`src/rtl/mem_pkg.sv`:
```
// Shared definitions for the load/store alignment unit: size codes,
// FSM states and the lane/alignment helpers.
package mem_pkg;

  localparam logic [1:0] SZ_BYTE = 2'b00;
  localparam logic [1:0] SZ_HALF = 2'b01;
  localparam logic [1:0] SZ_WORD = 2'b10;

  typedef enum logic [1:0] {
    ST_IDLE = 2'b00,
    ST_REQ  = 2'b01,
    ST_DONE = 2'b10,
    ST_ERR  = 2'b11
  } state_t;

  // Byte always legal, half needs an even address, word needs addr[1:0]=00.
  function automatic logic is_aligned(input logic [1:0] size, input logic [1:0] lane);
    case (size)
      SZ_BYTE: is_aligned = 1'b1;
      SZ_HALF: is_aligned = ~lane[0];
      SZ_WORD: is_aligned = (lane == 2'b00);
      default: is_aligned = 1'b0;
    endcase
  endfunction

  // Byte enables for a legal access; loads use the same mask.
  function automatic logic [3:0] byte_en(input logic [1:0] size, input logic [1:0] lane);
    case (size)
      SZ_BYTE: byte_en = 4'b0001 << lane;
      SZ_HALF: byte_en = 4'b0011 << {lane[1], 1'b0};
      SZ_WORD: byte_en = 4'b1111;
      default: byte_en = 4'b0000;
    endcase
  endfunction

  // Replicate the narrow store value across every lane so the enables pick it.
  function automatic logic [31:0] store_data(input logic [1:0] size, input logic [31:0] wdata);
    case (size)
      SZ_BYTE: store_data = {4{wdata[7:0]}};
      SZ_HALF: store_data = {2{wdata[15:0]}};
      default: store_data = wdata;
    endcase
  endfunction

endpackage

```
`src/rtl/mem_align_load_extend.sv`:
```
// Combinational load lane extraction and sign/zero extension.
// Kept standalone so an uncached load path can reuse it.
module load_extend
  import mem_pkg::*;
(
  input  logic [31:0] i_rdata,
  input  logic [1:0]  i_addr,
  input  logic [1:0]  i_size,
  input  logic        i_unsigned,
  output logic [31:0] o_result
);

  logic [7:0]  w_byte;
  logic [15:0] w_half;
  logic        w_sign;

  // Pick the addressed field and extend it from its top bit unless unsigned.
  always_comb begin
    w_byte   = i_rdata[{i_addr, 3'b000} +: 8];
    w_half   = i_addr[1] ? i_rdata[31:16] : i_rdata[15:0];
    w_sign   = 1'b0;
    o_result = i_rdata;
    case (i_size)
      SZ_BYTE: begin
        w_sign   = ~i_unsigned & w_byte[7];
        o_result = {{24{w_sign}}, w_byte};
      end
      SZ_HALF: begin
        w_sign   = ~i_unsigned & w_half[15];
        o_result = {{16{w_sign}}, w_half};
      end
      default: o_result = i_rdata;
    endcase
  end

endmodule

```
`src/rtl/mem_align.sv`:
```
// Load/store alignment unit: latches an op on accept, runs the memory
// req/ack handshake, extends load data, and traps misaligned/illegal ops
// without issuing a memory request.
module mem_align
  import mem_pkg::*;
#(
  parameter int ADDR_W = 32
) (
  input  logic              clk,
  input  logic              rst,
  input  logic              op_valid,
  input  logic              op_write,
  input  logic [1:0]        op_size,
  input  logic              op_unsigned,
  input  logic [ADDR_W-1:0] op_addr,
  input  logic [31:0]       op_wdata,
  output logic              op_ready,
  output logic              stall,
  output logic              rd_valid,
  output logic [31:0]       rd_data,
  output logic              addr_err,
  output logic              mem_req,
  output logic              mem_we,
  output logic [3:0]        mem_be,
  output logic [ADDR_W-1:0] mem_addr,
  output logic [31:0]       mem_wdata,
  input  logic              mem_ack,
  input  logic [31:0]       mem_rdata
);

  state_t            r_state;
  logic              r_we;
  logic [3:0]        r_be;
  logic [ADDR_W-1:0] r_addr;
  logic [31:0]       r_wdata;
  logic [1:0]        r_size;
  logic [1:0]        r_lane;
  logic              r_unsigned;
  logic [31:0]       r_rd_data;
  logic [31:0]       w_ext;

  load_extend u_ext (
    .i_rdata    (mem_rdata),
    .i_addr     (r_lane),
    .i_size     (r_size),
    .i_unsigned (r_unsigned),
    .o_result   (w_ext)
  );

  // Handshake FSM; op fields are captured on accept and held through REQ.
  always_ff @(posedge clk or posedge rst) begin
    if (rst) begin
      r_state    <= ST_IDLE;
      r_we       <= 1'b0;
      r_be       <= 4'b0000;
      r_addr     <= '0;
      r_wdata    <= 32'h0;
      r_size     <= SZ_BYTE;
      r_lane     <= 2'b00;
      r_unsigned <= 1'b0;
      r_rd_data  <= 32'h0;
    end else begin
      case (r_state)
        ST_IDLE: begin
          if (op_valid) begin
            r_size     <= op_size;
            r_lane     <= op_addr[1:0];
            r_unsigned <= op_unsigned;
            if (is_aligned(op_size, op_addr[1:0])) begin
              r_we    <= op_write;
              r_be    <= byte_en(op_size, op_addr[1:0]);
              r_addr  <= {op_addr[ADDR_W-1:2], 2'b00};
              r_wdata <= op_write ? store_data(op_size, op_wdata) : 32'h0;
              r_state <= ST_REQ;
            end else begin
              // Memory-facing registers are left alone on a trap.
              r_state <= ST_ERR;
            end
          end
        end
        ST_REQ: begin
          if (mem_ack) begin
            if (!r_we) r_rd_data <= w_ext;
            r_state <= ST_DONE;
          end
        end
        ST_DONE: r_state <= ST_IDLE;
        default: r_state <= ST_IDLE;
      endcase
    end
  end

  // Status outputs decode straight from state so reset clears them at once.
  assign op_ready  = (r_state == ST_IDLE);
  assign mem_req   = (r_state == ST_REQ);
  assign rd_valid  = (r_state == ST_DONE) & ~r_we;
  assign addr_err  = (r_state == ST_ERR);
  assign stall     = op_valid & ~((r_state == ST_DONE) | (r_state == ST_ERR));
  assign mem_we    = r_we;
  assign mem_be    = r_be;
  assign mem_addr  = r_addr;
  assign mem_wdata = r_wdata;
  assign rd_data   = r_rd_data;

endmodule

```
`config.mk`:
```
export PLATFORM = sky130hd
export DESIGN_NAME = mem_align
export DESIGN_NICKNAME = d
export VERILOG_FILES = /design/src/rtl/mem_pkg.sv /design/src/rtl/mem_align_load_extend.sv /design/src/rtl/mem_align.sv
export SDC_FILE = /design/constraint.sdc
export NUM_CORES = 1
export LEC_CHECK = 0
export ABC_AREA = 1
export BUFFER_PORTS_ARGS = -buffer_cell sky130_fd_sc_hd__buf_2
export CAP_MARGIN = 20
export CORE_ASPECT_RATIO = 0.75
export CORE_MARGIN = 5
export CORE_UTILIZATION = 23
export CTS_BUF_LIST = sky130_fd_sc_hd__clkbuf_4 sky130_fd_sc_hd__clkbuf_8 sky130_fd_sc_hd__clkbuf_16
export CTS_CLUSTER_SIZE = 10
export DETAILED_ROUTE_END_ITERATION = 10
export PLACE_DENSITY = 0.53
export SETUP_SLACK_MARGIN = 0.05
export SLEW_MARGIN = 10
export SYNTH_ARGS = -nofsm -noshare
export SYNTH_HDL_FRONTEND = slang
export SYNTH_HIERARCHICAL = 1
export SYNTH_SLANG_ARGS = --single-unit
```
`constraint.sdc`:
```
create_clock -name clk -period 5.4 [get_ports clk]
set_input_delay 0.54 -clock clk [delete_from_list [all_inputs] [get_ports clk]]
set_output_delay 0.54 -clock clk [all_outputs]
set_load 0.03 [all_outputs]
```
==> results of run 1 <==
Yosys cell counts, types with 2 or more instances:
cell type,number
o21ai_0,20
inv_2,3
nand3_1,55
nand2_4,4
nand3b_1,8
buf_2,18
and2_4,3
clkinv_1,2
o211ai_1,7
dfrtp_1,106
and2_0,3
clkbuf_1,10
nor2_2,2
buf_12,3
o21ai_1,19
nor2_4,3
nand2_2,8
or2_1,3
nand3_2,19
buf_4,3
nor2_1,21
inv_1,29
buf_6,10
nand2_1,363
or2_2,3
area by class of cell:
class	count	area, µm²	share of cell area, %
multi-input combinational	549	2482	35.09
clock inverter	6	47.55	0.6721
antenna	1	2.502	0.03537
timing repair buffer	214	1089	15.39
tap	331	414.1	5.854
sequential	106	2653	37.50
inverter	36	147.6	2.087
clock buffer	10	239.0	3.378
cells by family (layout without fill, tap and decap cells):
family                 count (synthesis)  after routing  synth area share [%]
flip-flops                           106            106                 47.37
AO/OA/AOI/OAI                         49             49                 4.760
AND/OR/NAND/NOR                      498            498                 39.44
buffers and inverters                 80            266                 8.358
other                                  1              3               0.06697
critical path: stages, from the launching register on:
cell     delay [ps]
dfrtp_1         450
inv_1           750
nand2_1         600
buf_4           390
nand2_1          90
nand2_1          40
routing by layer:
layer / global-route usage, % / vias up / part of all wire [%]
li1: - / 2649 / -
met1: 19.14 / 2462 / 48
met2: 19.68 / 183 / 42
met3: 4.827 / 15 / 8.6
met4: 2.620 / 2 / 0.84
met5: 0 / - / 0.075
worst max-delay path by stage:
stage	startpoint	to	slack, ps	depth (start not counted)
6_report	mem_we	rd_data[25]	2960	5
5_1_grt	mem_we	rd_data[23]	2640	5
4_1_cts	mem_we	rd_data[24]	2870	5
3_5_place_dp	mem_we	rd_data[20]	2880	5
3_3_place_gp	mem_we	rd_data[23]	2920	5
2_1_floorplan	rst	mem_addr[10]	2070	1
power breakdown:
| part | total [µW] | switching (µW) | internal, µW | leakage [µW] |
|---|---|---|---|---|
| logic | 2220 | 1580 | 632 | 0.00257 |
| registers | 1390 | 238 | 1150 | 0.00135 |
| clock network | 660 | 328 | 332 | 0.000140 |
| total | 4270 | 2150 | 2120 | 0.00407 |
metrics by stage:
stage	instance area, µm²	power, µW	worst slack (ps)	instances
2_1_floorplan	5603	3024	2071	735
4_1_cts	7072	4337	2871	1252
3_3_place_gp	6778	3628	2922	1235
5_1_grt	7072	4604	2638	1252
3_5_place_dp	6785	3647	2879	1236
6_report	7074	4266	2956	1253
state kept, by name, summed over array words and instances, names as in the netlist:
signal,cells
r_lane,2
mem_wdata,32
r_unsigned,1
mem_addr,30
rd_data,32
r_size,2
mem_we,1
mem_be,4
r_state,2
==> impl_metrics.tcl, run 1 <==
set metrics [dict create \
    place_congestion 0.8248 \
    final_antenna_net_count 0 \
    clock-sinks 106 \
    outcome "completed" \
    clk_pin_slew_ps 80 \
    yosys-top-cells-area "dfrtp_1, nand2_1, nand3_1, nand3_2, buf_6" \
    fin_crit_ps 2444 \
    mostFrequentLayoutCells "nand2_1, buf_2, dfrtp_1" \
    drive_gt1_share_pct 30.18 \
    htree_levels 3 \
    cp-end-kind "flip-flop" \
    critPathKind "reg -> reg" \
    layout_commonest_cell "nand2_1" \
    cp_data_required_time_ps 5640 \
    hold_viol 0 \
    clk-insertion-delay-late_ps 350 \
    worst_pin_slew_ps 998.3 \
    cts_tree "yes" \
    fin_skew_ps 9.918 \
    ys_ff_latch 106 \
    cts_setup_buffers 0 \
    crit_fanout 33 \
    p_leak_uw 0.004069 \
    numCtsBuffers 9 \
    slew_viol_final 0 \
    fmax_ghz 0.4091 \
    cellPowerDensity_nw_per_um2 603.1 \
    grt_pass1_vias 5365 \
    utilization_pct 29.51 \
    layout.nets 1020 \
    yosysTopAreaCell "dfrtp_1" \
    synth-main-ff-cell "dfrtp_1" \
    cts-root-buf "clkbuf_16" \
    r2r-start "mem_we" \
    rsz0062_at_grt "no" \
    netlist.area_leader.share_pct 47.37 \
    antenna_found_initial 1 \
    yosysWarnings 6 \
    grt_max_degree 55 \
    setup_viol 0 \
    crit_arrival_ps 2690 \
    syn_area_um2 5599 \
    n_fill_cell 2649 \
    drtIter0Drc 317 \
    r2r-end "rd_data[25]" \
    die_w_um 190.2 \
    wl_per_cell_um 14.87 \
    hold_ws_ps 307.4 \
    io_pins 210 \
    critPathLaunchType "flip-flop" \
    drc 0 \
    rows 49 \
    maxCapViolations 0 \
    seq_area_frac_synth_pct 47.37 \
    via_per_inst 4.239 \
    ff2ff_setup_slack_ps 2960 \
    syn_to_final_growth_pct 26.35 \
    start_util_pct 23.36 \
    slew_headroom_pct 33.37 \
    cts_resized 0 \
    dp_hpwl_um 13880 \
    synth_edf_count 0 \
    ir_worst_vdd_mv 0.1917 \
    die_height_um 145.1 \
    fin_crit_sh_pct 45.27 \
    cts-hold-fix-buffers 0 \
    async_reset_ff_share_pct 100.0 \
    coreArea_um2 23970 \
    firstDrtPassIters 5 \
    reg2regPathDepth 5 \
    yosysUniqueCellTypes 34 \
    grt_overflow 0 \
    vias 5311 \
    grt_pass1_wl_um 29950 \
    hp-class "in -> async" \
    numPortBuffers 207 \
    syn_inst 734 \
    grtUsageTotal_pct 13.41 \
    die_area_um2 27600 \
    clock_path_buffers 2 \
    finalWirelength_um 18630 \
    fin_tns_setup_ps 0 \
    synth.avg_cell_area_um2 7.628 \
]
Note: power is estimated with default switching activity, not from simulation.
==> run 2, diff against run 1 <==
Clock period 5.4 ns to 2.3 ns, I/O delays scaled along.
==> run 2 against run 1 <==
Net effect: cell count up 0.24%; utilization up 0.49 points; register-to-register slack got worse by 2400 ps; fmax grew 43%; critical path depth is 4 higher; flip-flop and latch count unchanged; setup slack got worse by 2400 ps; sequential share of layout area shrank 0.61 points; total power up 140%; cell area grew 1.7%; combinational power is 140% higher.
==> impl_metrics.tcl, run 2 (same netlist as run 1, synthesis figures left out) <==
set metrics [dict create \
    rows 49 \
    io_pins 210 \
    dp_hpwl_um 13610 \
    cts_tree "yes" \
    die_height_um 145.1 \
    critPathMaxStageDelay_ps 580 \
    wl_per_cell_um 14.85 \
    die_w_um 190.2 \
    p_leak_uw 0.004120 \
    cellPowerDensity_nw_per_um2 1426 \
    grt_pass1_wl_um 29940 \
    outcome "completed" \
    clock-sinks 106 \
    fin_crit_sh_pct 74.32 \
    gr-usage-met1_pct 18.71 \
    antenna_found_initial 3 \
    hp-class "in -> async" \
    critPathKind "reg -> reg" \
    via_per_inst 4.198 \
    layout.nets 1025 \
    finalWirelength_um 18650 \
    mostFrequentLayoutCells "nand2_1, buf_2, dfrtp_1" \
    fin_skew_ps 7.275 \
    cp_data_required_time_ps 2550 \
    n_fill_cell 2605 \
    cts_setup_buffers 0 \
    drive_gt1_share_pct 30.49 \
    slew_headroom_pct 59.07 \
    grt_overflow 0 \
    cp_slowest_cell "dfrtp_1" \
    drtIter0Drc 355 \
    fin_tns_setup_ps 0 \
    clock_path_buffers 2 \
    grtUsageTotal_pct 13.49 \
    setup_viol 0 \
    clk_pin_slew_ps 80 \
    crit_arrival_ps 1960 \
    syn_to_final_growth_pct 28.45 \
    cts-root-buf "clkbuf_16" \
    busiest_layer "met2" \
    drc 0 \
    numCtsBuffers 9 \
    slew_viol_final 0 \
    ir_worst_vdd_mv 0.5256 \
    numPortBuffers 207 \
    htree_levels 3 \
    grt_pass1_vias 5279 \
    firstDrtPassIters 5 \
    fmax_ghz 0.5850 \
    use_met2_pct 20.41 \
    grt_max_degree 107 \
    crit_fanout 24 \
    cts-hold-fix-buffers 0 \
    antenna_cells 0 \
    critPathTopFamily "simple AND/OR/NAND/NOR gates" \
    vias 5273 \
    clk-insertion-delay-late_ps 360 \
    place_congestion 0.8664 \
    rsz0062_at_grt "no" \
    die_area_um2 27600 \
    path_cells "inv_8, nand2_4, nand2_2, nand2_2, nand2_2, nand2_4, nand3_2, nand3_1, nand2_1" \
    layout_commonest_cell "nand2_1" \
    cp_common_cell "nand2_2" \
    start_util_pct 23.36 \
    maxCapViolations 0 \
    worst-path-buf-inv 1 \
    final_antenna_net_count 0 \
    hold_viol 0 \
    fin_crit_ps 1709 \
    utilization_pct 30.00 \
    power_uw 10260 \
    worst_pin_slew_ps 613.9 \
    cp-end-kind "flip-flop" \
    cts_resized 0 \
    coreArea_um2 23970 \
    critPathLaunchType "flip-flop" \
    grt_use_met3_pct 5.355 \
]
[run 2: stage by stage]
step / hold slack [ps] / instance area (µm²) / instances / setup WS [ps]
detailed placement: 430.2 / 6869 / 1241 / 566.4
CTS: 36.27 / 7192 / 1256 / 568.4
global placement: 425.8 / 6862 / 1240 / 394.9
floorplan: 338.9 / 5607 / 735 / 796.5
global route: 27.20 / 7192 / 1256 / 452.3
finish: 35.27 / 7192 / 1256 / 590.6
[run 2: area by class of cell]
| class | instances | area [µm²] | share of cell area (%) |
|---|---|---|---|
| sequential | 106 | 2653 | 36.88 |
| multi-input combinational | 549 | 2490 | 34.62 |
| timing repair buffer | 219 | 1164 | 16.18 |
| tap | 331 | 414.1 | 5.759 |
| clock buffer | 11 | 246.5 | 3.427 |
| inverter | 36 | 148.9 | 2.070 |
| clock inverter | 4 | 76.32 | 1.061 |
[run 2: worst min-delay path, delay by kind of cell]
family                 cells  cell delay, ps
buffers and inverters      3             620
[run 2: path summary, 6_finish.rpt]
path	to	slack [ps]	startpoint	cells past startpoint
worst max-delay path	rd_data[15]	590	r_lane[1]	9
worst min-delay path	rd_data[0]	40	rst	3
worst max register to register	rd_data[15]	590	r_lane[1]	9
worst min register to register	rd_data[17]	470	rd_data[17]	2
max in group asynchronous	mem_wdata[4]	1810	rst	3
min in group clk	mem_addr[3]	60	op_addr[3]	3
[run 2: power breakdown]
group / internal, µW / total, µW / switching (µW) / leakage, µW
sequential: 2710 / 3230 / 517 / 0.00135
combinational: 1530 / 5290 / 3750 / 0.00261
clock: 994 / 1750 / 751 / 0.000155
[run 2: routing by layer]
metal	share of wire, %	vias up
met4	0.81	6
met2	43	188
li1	-	2656
met3	8.3	17
met1	47	2406
met5	0.18	-
